$ cat config.mk
export PLATFORM = sky130hd
export DESIGN_NAME = frame_tx_sequencer
export DESIGN_NICKNAME = d
export VERILOG_FILES = /design/src/rtl/frame_tx_sequencer.sv
export SDC_FILE = /design/constraint.sdc
export NUM_CORES = 1
export LEC_CHECK = 0
export CAP_MARGIN = 20
export CELL_PAD_IN_SITES_DETAIL_PLACEMENT = 0
export CELL_PAD_IN_SITES_GLOBAL_PLACEMENT = 1
export CORE_MARGIN = 1
export CORE_UTILIZATION = 40
export CTS_BUF_LIST = sky130_fd_sc_hd__clkbuf_16
export DETAILED_ROUTE_END_ITERATION = 6
export GPL_TIMING_DRIVEN = 1
export PLACE_DENSITY_LB_ADDON = 0.1
export SYNTH_ARGS = -nofsm -noshare
export SYNTH_HDL_FRONTEND = slang
export SYNTH_SLANG_ARGS = --single-unit
$ cat constraint.sdc
create_clock -name clk -period 2.65 [get_ports clk]
set_input_delay 0.53 -clock clk [delete_from_list [all_inputs] [get_ports clk]]
set_output_delay 0.53 -clock clk [all_outputs]
set_load 0.02 [all_outputs]
$ cat src/rtl/frame_tx_sequencer.sv
// rtl/frame_tx_sequencer.sv - serialises a latched parallel frame onto a single TX line, LSB first
module frame_tx_sequencer #(
  parameter int BAUD_DIV   = 5208,
  parameter int FRAME_BITS = 11
) (
  input  logic                  clk,
  input  logic                  rst,
  input  logic                  start,
  input  logic [FRAME_BITS-1:0] frame,
  output logic                  txd,
  output logic                  busy,
  output logic                  done
);

  localparam int CW = (BAUD_DIV > 1) ? $clog2(BAUD_DIV) : 1;
  localparam int IW = (FRAME_BITS > 1) ? $clog2(FRAME_BITS) : 1;
  localparam logic [CW-1:0] BAUD_LAST = CW'(BAUD_DIV - 1);
  localparam logic [IW-1:0] IDX_LAST  = IW'(FRAME_BITS - 1);

  typedef enum logic {
    IDLE = 1'b0,
    SEND = 1'b1
  } state_t;

  state_t                state, state_n;
  logic [FRAME_BITS-1:0] shreg, shreg_n;
  logic [IW-1:0]         bit_idx, bit_idx_n;
  logic [CW-1:0]         baud_cnt, baud_cnt_n;
  logic                  start_d;
  logic                  start_edge;
  logic                  txd_n, busy_n, done_n;

  // start_d resets high so a button held through reset is not seen as a fresh press
  assign start_edge = start & ~start_d;

  // State, datapath and registered outputs; reset aborts any frame in flight
  always_ff @(posedge clk) begin
    if (rst) begin
      state    <= IDLE;
      shreg    <= '1;
      bit_idx  <= '0;
      baud_cnt <= '0;
      start_d  <= 1'b1;
      txd      <= 1'b1;
      busy     <= 1'b0;
      done     <= 1'b0;
    end else begin
      state    <= state_n;
      shreg    <= shreg_n;
      bit_idx  <= bit_idx_n;
      baud_cnt <= baud_cnt_n;
      start_d  <= start;
      txd      <= txd_n;
      busy     <= busy_n;
      done     <= done_n;
    end
  end

  // Next-state logic; txd/busy/done are computed one cycle ahead so the pins come straight from flops
  always_comb begin
    state_n    = state;
    shreg_n    = shreg;
    bit_idx_n  = bit_idx;
    baud_cnt_n = baud_cnt;
    txd_n      = 1'b1;
    busy_n     = 1'b0;
    done_n     = 1'b0;
    case (state)
      IDLE: begin
        if (start_edge) begin
          shreg_n    = frame;
          bit_idx_n  = '0;
          baud_cnt_n = '0;
          state_n    = SEND;
          txd_n      = frame[0];
          busy_n     = 1'b1;
        end
      end
      SEND: begin
        busy_n = 1'b1;
        txd_n  = shreg[0];
        if (baud_cnt == BAUD_LAST) begin
          baud_cnt_n = '0;
          shreg_n    = {1'b1, shreg[FRAME_BITS-1:1]};
          txd_n      = shreg[1];
          if (bit_idx == IDX_LAST) begin
            // Final bit period over: line back to mark, busy drops with the done pulse
            state_n = IDLE;
            done_n  = 1'b1;
            busy_n  = 1'b0;
            txd_n   = 1'b1;
          end else begin
            bit_idx_n = bit_idx + 1'b1;
          end
        end else begin
          baud_cnt_n = baud_cnt + 1'b1;
        end
      end
      default: state_n = IDLE;
    endcase
  end

endmodule

Yosys cells after proc, flatten, opt, wreduce, memory -nomap -nowiden
Index checks and enable logic that the tools add are counted.

word-level totals
  register bits = 32
  bits of input ports = 14
  output and inout port bits = 3
  word-level logic and storage cells = 40

operators by class
  add/subtract/negate cells = 2
  eq/ne operators = 5
  muxes and demuxes = 19
  bitwise operators = 4
  reduce and logical (&&, ||, !) cells = 3

operators by type and width
  kind                                                    count
  2-to-1 mux 13 bit                                       2
  case mux 13 bit (2 select lines)                        1
  2-to-1 mux 11 bit                                       2
  case mux 11 bit (2 select lines)                        1
  adder 13 x 1 -> 13 bit (second input constant)          1
  equality test 13 bit (second input constant)            1
  2-to-1 mux 4 bit                                        3
  case mux 4 bit (2 select lines)                         1
  2-to-1 mux 1 bit                                        7
  adder 4 x 1 -> 4 bit (second input constant)            1
  equality test 4 bit (second input constant)             1
  inequality test 2 bit (second input constant)           2
  case mux 1 bit (2 select lines)                         2
  NOT 1 bit                                               3
  AND reduction 3 bit                                     1
  OR reduction 3 bit                                      1
  inequality test 2 x 1 -> 1 bit (second input constant)  1
  AND reduction 2 bit                                     1
  AND 1 bit                                               1

Depth between registers and ports, before layout
Gate-level depths: netlist of the first run.

  depth after elaboration = 4
  gate-level depth with buffers = 7
  gate-level depth less buffers = 6

Worst setup path after synthesis of the first run
OpenSTA, ideal clock, no wires.

  path kind = flip-flop to flip-flop
  from = reg baud_cnt[5]
  to = reg bit_idx[3]
  setup time = 0.070 ns
  data arrival time = 1.944 ns
  data required time = 2.580 ns
  setup slack = 0.636 ns
  stages on the path, launching flop included = 7
  path buffers = 2
  clock period less this slack = 2.014 ns
  cells stage by stage = dfxtp_1 -> buf_6 -> or4b_4 -> o31a_1 -> buf_6 -> or4_1 -> a21boi_1

on the way
  longest elaborated chain between the ends = 3

RTL lines
  what                                             line  text
  start: declaration                               28    logic [CW-1:0] baud_cnt, baud_cnt_n;
  start signal: assignment                         51    baud_cnt <= baud_cnt_n;
  equality test 13 bit                             82    if (baud_cnt == BAUD_LAST) begin
  inequality test 2 x 1 -> 1 bit (no source line)  --
  AND reduction 3 bit (no source line)             --
  end signal: assignment                           50    bit_idx <= bit_idx_n;
  end: declaration                                 27    logic [IW-1:0] bit_idx, bit_idx_n;

No other way between the ends.
A chain may end at the register's enable or synchronous reset.

Worst setup path after layout of the first run
  from = reg baud_cnt[5]
  to = reg shreg[6]

on the way
  longest elaborated chain between the ends = 3

RTL lines
  what                                             line  text
  equality test 13 bit                             82
  inequality test 2 x 1 -> 1 bit (no source line)  --
  AND reduction 2 bit (no source line)             --
  end signal: assignment                           49    shreg <= shreg_n;
  end: declaration                                 26    logic [FRAME_BITS-1:0] shreg, shreg_n;

No other way between the ends.

==> summary.md, run 1 <==
| Metric | Value |
|---|---|
| Result of the run | `completed` |
| Placement row count | `22` |
| Launch point of the worst reg-to-reg path | `baud_cnt[5]` |
| Cts bufs inserted | `5` |
| Data arrival time of the critical path | `2.49 ns` |
| Post-synthesis register bit count | `32` |
| Endpoint class of the critical path | `flop` |
| Reported leakage power | `0.673 nW` |
| Pin count of the biggest net entering global routing | `21` |
| Final HPWL DP | `2690 um` |
| Via count of the first global-routing pass | `1,361` |
| Required time of the critical path | `2.84 ns` |
| Total Die Area | `4320 sq um` |
| Number of nets in the synthesized netlist | `201` |
| Max-slew violations | `0` |
| Diodes inserted | `0` |
| Endpoint, Worst Hold | `baud_cnt[12]` |
| Max Cap Violations | `0` |
| Global-route usage over all layers | `19.4%` |
| Number of flops mapped to enable cells by yosys | `0` |
| Wire length reported by the detailed router | `3720 um` |
| Clock tree from TritonCTS | `done` |
| Total iterations of the first detailed-routing run | `4` |
| Total number of vias | `1,441` |
| Crit-path cells | `or4b_4, o31a_1, or2_0, o211ai_1` |
| Remaining global-route overflow | `0` |
| Achievable Freq | `434 MHz` |
| Classification of the worst-slack hold path | `flop to flop` |
| Transition at the pin with the smallest max-transition slack | `0.659 ns` |
| Share of the synthesized area in the top cell type | `39.4%` |
| Critical path launch point type | `flop` |
| Shortest clock period the worst path allows after layout | `2.30 ns` |
| Worst R2R Setup Slack | `0.35 ns` |
| Biggest area contributors in the synthesized netlist | `dfxtp_1, mux2i_1, o211ai_1` |
| Root buffer cell | `clkbuf_16` |
| Post-CTS Setup Inserts | `0` |
| Commonest register cell after synthesis | `dfxtp_1` |
| CTS hold repair buffers | `0` |
| Maximum fanout along the worst path | `20` |
| Worst r2r path cells | `4` |
| CTS H-tree depth | `2` |
| Unique cell type count in the Yosys netlist | `49` |
| Min-delay src | `baud_cnt[12]` |
| Number of nets with antenna violations after routing | `0` |
| Number of ports placed on the die boundary | `17` |
| Initial antenna violation count | `0` |
| Die Y-Extent | `65.7 um` |
| Setup TNS | `0 ns` |
| Clock Tree Buf Depth | `2` |
| First-pass GRT wire length | `6270 um` |
| Count of clock tree sinks | `32` |
| Final total power | `1.14 mW` |
| Die outline width | `65.7 um` |
| Post-synth ARST share | `0%` |
| Final setup violation count | `0` |
| Relative max-transition margin | `56.0%` |
| Most frequently used cell type in the post-synthesis netlist | `dfxtp_1` |
| Worst skew pair latency | `0.27 ns` |
| Part of the cycle the worst path needs | `87.0%` |
| Cell depth of the worst min-delay path | `1` |
| Clock-pin slew of the registers on the worst-case setup and hold paths | `0.05 ns` |
| Final number of hold-violating endpoints | `0` |
| Quantity of gates resized following cts | `0` |
| Power density over cell area | `583 nW/um^2` |
| Commonest cells in the synthesized netlist | `dfxtp_1, o21ai_0, nand2_1, nand3_1, o211ai_1` |
| Number of buffers inserted by port buffering | `16` |
| Starting density of the core | `43.1%` |
| Path type of the worst setup path | `flop to flop` |
| Syn. warnings | `0` |
| Post-Syn Instances | `184` |
| Largest area contributor in the synthesized netlist | `dfxtp_1` |
| Unrepaired setup endpoints after global routing | `no` |
| Post-synth design cell area | `1630 sq um` |
| Portion of the post-synthesis area used by sequential elements | `39.4%` |
| Max IR drop VDD | `0.000341 V` |
| Fin nets | `217` |
| Mean post-synth cell area | `8.83 sq um` |
| Ratio of routed vias to standard cells | `5.81` |
| Area of the placeable core | `3770 sq um` |
| Wirelength per Cell | `15.0 um` |
| GPL Wtd Cong | `0.862` |
| Final worst clock skew | `0.00312 ns` |
| DRC marker count from the first detailed-route iteration | `96` |
| Critical path's slowest cell | `or4b_4` |
| Max stage delay on crit path | `0.56 ns` |
| DRC viols | `0` |
| Synth-to-Final Area Change | `20.5%` |
| End of the worst register-to-register path | `shreg[6]` |
| Layout cells sized above 1 | `7.50%` |
==> registers in the layout, indices dropped and copies added, names as in the netlist <==
signal,cells
baud_cnt,13
state,1
shreg,11
done,1
start_d,1
bit_idx,4
txd,1
==> worst max-delay path: cells and delay by family, from the launching register on <==
kind	cells	cell delay, ns
and+or+nand+nor	2	1.05
AOI/OAI and AO/OA	2	0.78
DFF	1	0.38
==> cell usage in the layout, fill, tap and decap left out, types with 3 or more instances in the layout <==
cell type / n
buf_4: 6
o21ai_0: 17
inv_1: 4
nand3_1: 13
and3_1: 3
nand2b_1: 3
o211ai_1: 13
nor3_1: 4
a21o_1: 3
a31oi_1: 3
nor2b_1: 3
or4_1: 3
clkbuf_16: 5
mux2i_1: 11
clkdlybuf4s50_1: 16
a21oi_1: 5
nor2_1: 6
dfxtp_1: 32
nand2_1: 13
ha_1: 3
==> metal layers <==
metal  up-vias  wire length (um)  share of wire, %  track usage (%)
met1       683              1740                47             23.9
met5         -                 0                 0                0
met3         4               161               4.3             4.69
met2        29              1790                48             32.3
met4         0                35              0.94             7.34
li1        725                 -                 -                -
==> where the power goes <==
group	total, mW	internal (mW)	switching, mW
sequential	0.511	0.500	0.0109
combinational	0.109	0.0536	0.0553
clock	0.523	0.336	0.187
==> cell families (layout without fill, tap and decap cells) <==
kind of cell    after synthesis  after routing  share of synthesized area [%]
buf+inv                      16             32                           4.77
compound gates               54             54                           21.9
fa+ha+maj                     3              3                           2.31
xor+xnor                      2              2                           1.08
flops                        32             32                           39.4
simple gates                 66             66                           23.8
mux                          11             11                           6.77
==> stage by stage <==
| step | instances | area (sq um) | utilization (%) | hold WS (ns) | setup slack, ns |
|---|---|---|---|---|---|
| final | 248 | 1960 | 51.9 | 0.497 | 0.346 |
| after global routing | 248 | 1960 | 51.9 | 0.530 | 0.214 |
| after CTS | 248 | 1960 | 51.9 | 0.502 | 0.346 |
| after detailed placement | 241 | 1820 | 48.4 | 0.490 | 0.298 |
| after global placement | 241 | 1820 | 48.4 | 0.474 | 0.407 |
| after floorplan | 184 | 1630 | - | 0.457 | 0.636 |
==> cell type report <==
cell class                 count  area [sq um]
clock buffer                   5           125
clock inverter                 2          8.76
fill                         355          1810
inverter                       3          11.3
multi-input combinational    136           907
sequential                    32           641
tap                           48          60.1
timing repair buffer          22           205
==> worst max path at each step <==
stage / start / cells past startpoint / end
final: baud_cnt[5] / 4 / shreg[6]
after global routing: baud_cnt[5] / 4 / shreg[6]
after CTS: baud_cnt[5] / 4 / shreg[6]
after detailed placement: start / 6 / bit_idx[3]
after global placement: start / 6 / bit_idx[3]
after floorplan: baud_cnt[5] / 6 / bit_idx[3]
Note: power is estimated with default switching activity, not from simulation.
==> inputs of run 2 (changes only) <==
==> constraint.sdc (replaced) <==
create_clock -name clk -period 2.2 [get_ports clk]
set_input_delay 0.44 -clock clk [delete_from_list [all_inputs] [get_ports clk]]
set_output_delay 0.44 -clock clk [all_outputs]
set_load 0.02 [all_outputs]
==> summary.md, run 2 (synthesis results as in run 1) <==
| Metric | Value |
|---|---|
| Count of clock tree sinks | `32 (unchanged)` |
| Total number of vias | `1,465 (was 1,441)` |
| Setup TNS | `0 ns (unchanged)` |
| Layout cells sized above 1 | `8.82% (was 7.50%)` |
| Total Die Area | `4320 sq um (unchanged)` |
| Launch point of the worst reg-to-reg path | `baud_cnt[9] (was baud_cnt[5])` |
| Commonest non-fill, non-tap cell in the layout | `dfxtp_1 (unchanged)` |
| Crit-path cells | `or4bb_1, o31a_1, or4b_1, a21oi_1 (was or4b_4, o31a_1, or2_0, o211ai_1)` |
| Routed length on met1 | `1910 um (was 1740 um)` |
| Root buffer cell | `clkbuf_16 (unchanged)` |
| Number of buffers inserted by port buffering | `16 (unchanged)` |
| Wire length on met3 | `123 um (was 161 um)` |
| Path type of the worst setup path | `flop to flop (unchanged)` |
| Part of the cycle the worst path needs | `93.8% (was 87.0%)` |
| Remaining global-route overflow | `0 (unchanged)` |
| First-pass GRT wire length | `6520 um (was 6270 um)` |
| Wire length reported by the detailed router | `3810 um (was 3720 um)` |
| Delay-heaviest family, CP | `simple AND/OR/NAND/NOR gates (unchanged)` |
| Final HPWL DP | `2660 um (was 2690 um)` |
| Die Y-Extent | `65.7 um (unchanged)` |
| Post-CTS Setup Inserts | `0 (unchanged)` |
| Data arrival time of the critical path | `2.27 ns (was 2.49 ns)` |
| Met2 WL post-DR | `1740 um (was 1790 um)` |
| Worst skew pair latency | `0.27 ns (about the same)` |
| Commonest cells after routing, fill and taps aside | `dfxtp_1, o21ai_0, clkdlybuf4s50_1 (unchanged)` |
| Max Cap Violations | `0 (unchanged)` |
| Power density over cell area | `698 nW/um^2 (was 583 nW/um^2)` |
| Classification of the worst-slack hold path | `flop to flop (unchanged)` |
| Number of nets with antenna violations after routing | `0 (unchanged)` |
| Clock tree from TritonCTS | `done (unchanged)` |
| DRC marker count from the first detailed-route iteration | `85 (was 96)` |
| Achievable Freq | `484 MHz (was 434 MHz)` |
| Clock Tree Buf Depth | `2 (unchanged)` |
| Min-delay src | `shreg[5] (was baud_cnt[12])` |
| Global-route usage over all layers | `19.8% (was 19.4%)` |
| Ratio of routed vias to standard cells | `5.81 (about the same)` |
| Final worst clock skew | `0.00591 ns (was 0.00312 ns)` |
| Reported leakage power | `0.689 nW (was 0.673 nW)` |
| GPL Wtd Cong | `0.855 (was 0.862)` |
| Number of ports placed on the die boundary | `17 (unchanged)` |
| Uppermost signal routing layer after detailed routing | `met4 (unchanged)` |
| Max-slew violations | `0 (unchanged)` |
| Critical path launch point type | `flop (unchanged)` |
| Maximum fanout along the worst path | `9 (was 20)` |
| Die outline width | `65.7 um (unchanged)` |
| Register with the most flip-flops | `baud_cnt (unchanged)` |
| Area of the placeable core | `3770 sq um (unchanged)` |
| Final setup violation count | `0 (unchanged)` |
| Max IR drop VDD | `0.000487 V (was 0.000341 V)` |
| Result of the run | `completed (unchanged)` |
| Biggest registers after layout | `baud_cnt (13), shreg (11), bit_idx (4) (unchanged)` |
| Final number of hold-violating endpoints | `0 (unchanged)` |
| Diodes inserted | `0 (unchanged)` |
| Synth-to-Final Area Change | `22.2% (was 20.5%)` |
| Final worst hold slack | `0.508 ns (was 0.497 ns)` |
| Total iterations of the first detailed-routing run | `4 (unchanged)` |
| CTS H-tree depth | `2 (unchanged)` |
| Pin count of the biggest net entering global routing | `18 (was 21)` |
| Starting density of the core | `43.1% (unchanged)` |
| Number of buffers and inverters on the critical path | `0 (unchanged)` |
| Unrepaired setup endpoints after global routing | `no (unchanged)` |
| Relative max-transition margin | `41.1% (was 56.0%)` |
| Start point of the critical path | `baud_cnt[9] (was baud_cnt[5])` |
| Critical path's slowest cell | `or4bb_1 (was or4b_4)` |
| Transition at the pin with the smallest max-transition slack | `0.877 ns (was 0.659 ns)` |
| Clock-pin slew of the registers on the worst-case setup and hold paths | `0.05 ns (about the same)` |
| Max stage delay on crit path | `0.55 ns (was 0.56 ns)` |
| Wirelength per Cell | `15.1 um (was 15.0 um)` |
| Endpoint class of the critical path | `flop (unchanged)` |
| Via count of the first global-routing pass | `1,427 (was 1,361)` |
| Required time of the critical path | `2.40 ns (was 2.84 ns)` |
| Placement row count | `22 (unchanged)` |
| DRC viols | `0 (unchanged)` |
| Initial antenna violation count | `0 (unchanged)` |
| Number of flip-flops under the largest register name | `13 (unchanged)` |
| Shortest clock period the worst path allows after layout | `2.06 ns (was 2.30 ns)` |
| Fin nets | `221 (was 217)` |
| Cts bufs inserted | `5 (unchanged)` |
## run 2: what timing repair did
action                     in CTS  in global routing
setup endpoints to repair       0                 10
hold buffers                    0                  0
resized for setup               0                  1
## run 2: report_power, final
part	switching, mW	internal (mW)	leakage [nW]
Sequential	0.0114	0.602	0.261
Clock	0.233	0.404	0.0648
Combinational	0.0706	0.0668	0.363
Total	0.315	1.07	0.689
## run 2: through the flow
stage | std cells | utilization, % | instance area [sq um] | power (mW) | setup WS, ns
after CTS | 252 | 52.7 | 1990 | 1.40 | 0.0656
final | 252 | 52.7 | 1990 | 1.39 | 0.136
after global placement | 245 | 49.2 | 1850 | 0.755 | 0.117
after detailed placement | 245 | 49.2 | 1850 | 0.760 | 0.0266
after floorplan | 184 | - | 1630 | 0.705 | 0.186
after global routing | 252 | 52.7 | 1990 | 1.43 | 0.0448
## run 2: final cells by class
cell class,count,area (sq um)
clock buffers,5,125
clock inverters,2,7.51
fillers,365,1780
inverters,3,11.3
multi-input cells,136,907
flip-flops and latches,32,641
well taps,48,60.1
repair buffers,26,235
## run 2: worst reg2reg max path, cell delays in order (launching register included)
cell	delay (ns)
dfxtp_1	0.35
or4bb_1	0.55
o31a_1	0.42
or4b_1	0.52
a21oi_1	0.15
## run 2: path summary, 6_finish.rpt
path	cells past startpoint	endpoint	slack, ns
setup reg to reg	4	bit_idx[1]	0.14
hold reg to reg	2	shreg[5]	0.51
hold / removal	2	shreg[5]	0.51
setup / recovery	4	bit_idx[1]	0.14
## run 2: layer usage
| layer | up-vias | GRT usage, % |
|---|---|---|
| met4 | 0 | 5.43 |
| met5 | - | 0 |
| met1 | 698 | 26.6 |
| met2 | 29 | 31.4 |
| met3 | 5 | 4.69 |
| li1 | 733 | - |
==> inputs of run 3 (changes only) <==
--- a/config.mk
+++ b/config.mk
@@ -12,6 +12,7 @@
 export CORE_UTILIZATION = 40
 export CTS_BUF_LIST = sky130_fd_sc_hd__clkbuf_16
 export DETAILED_ROUTE_END_ITERATION = 6
+export GPL_ROUTABILITY_DRIVEN = 0
 export GPL_TIMING_DRIVEN = 1
 export PLACE_DENSITY_LB_ADDON = 0.1
 export SYNTH_ARGS = -nofsm -noshare
==> results of run 3 <==
The final DEF is identical to that of run 2; final timing and power are the same.
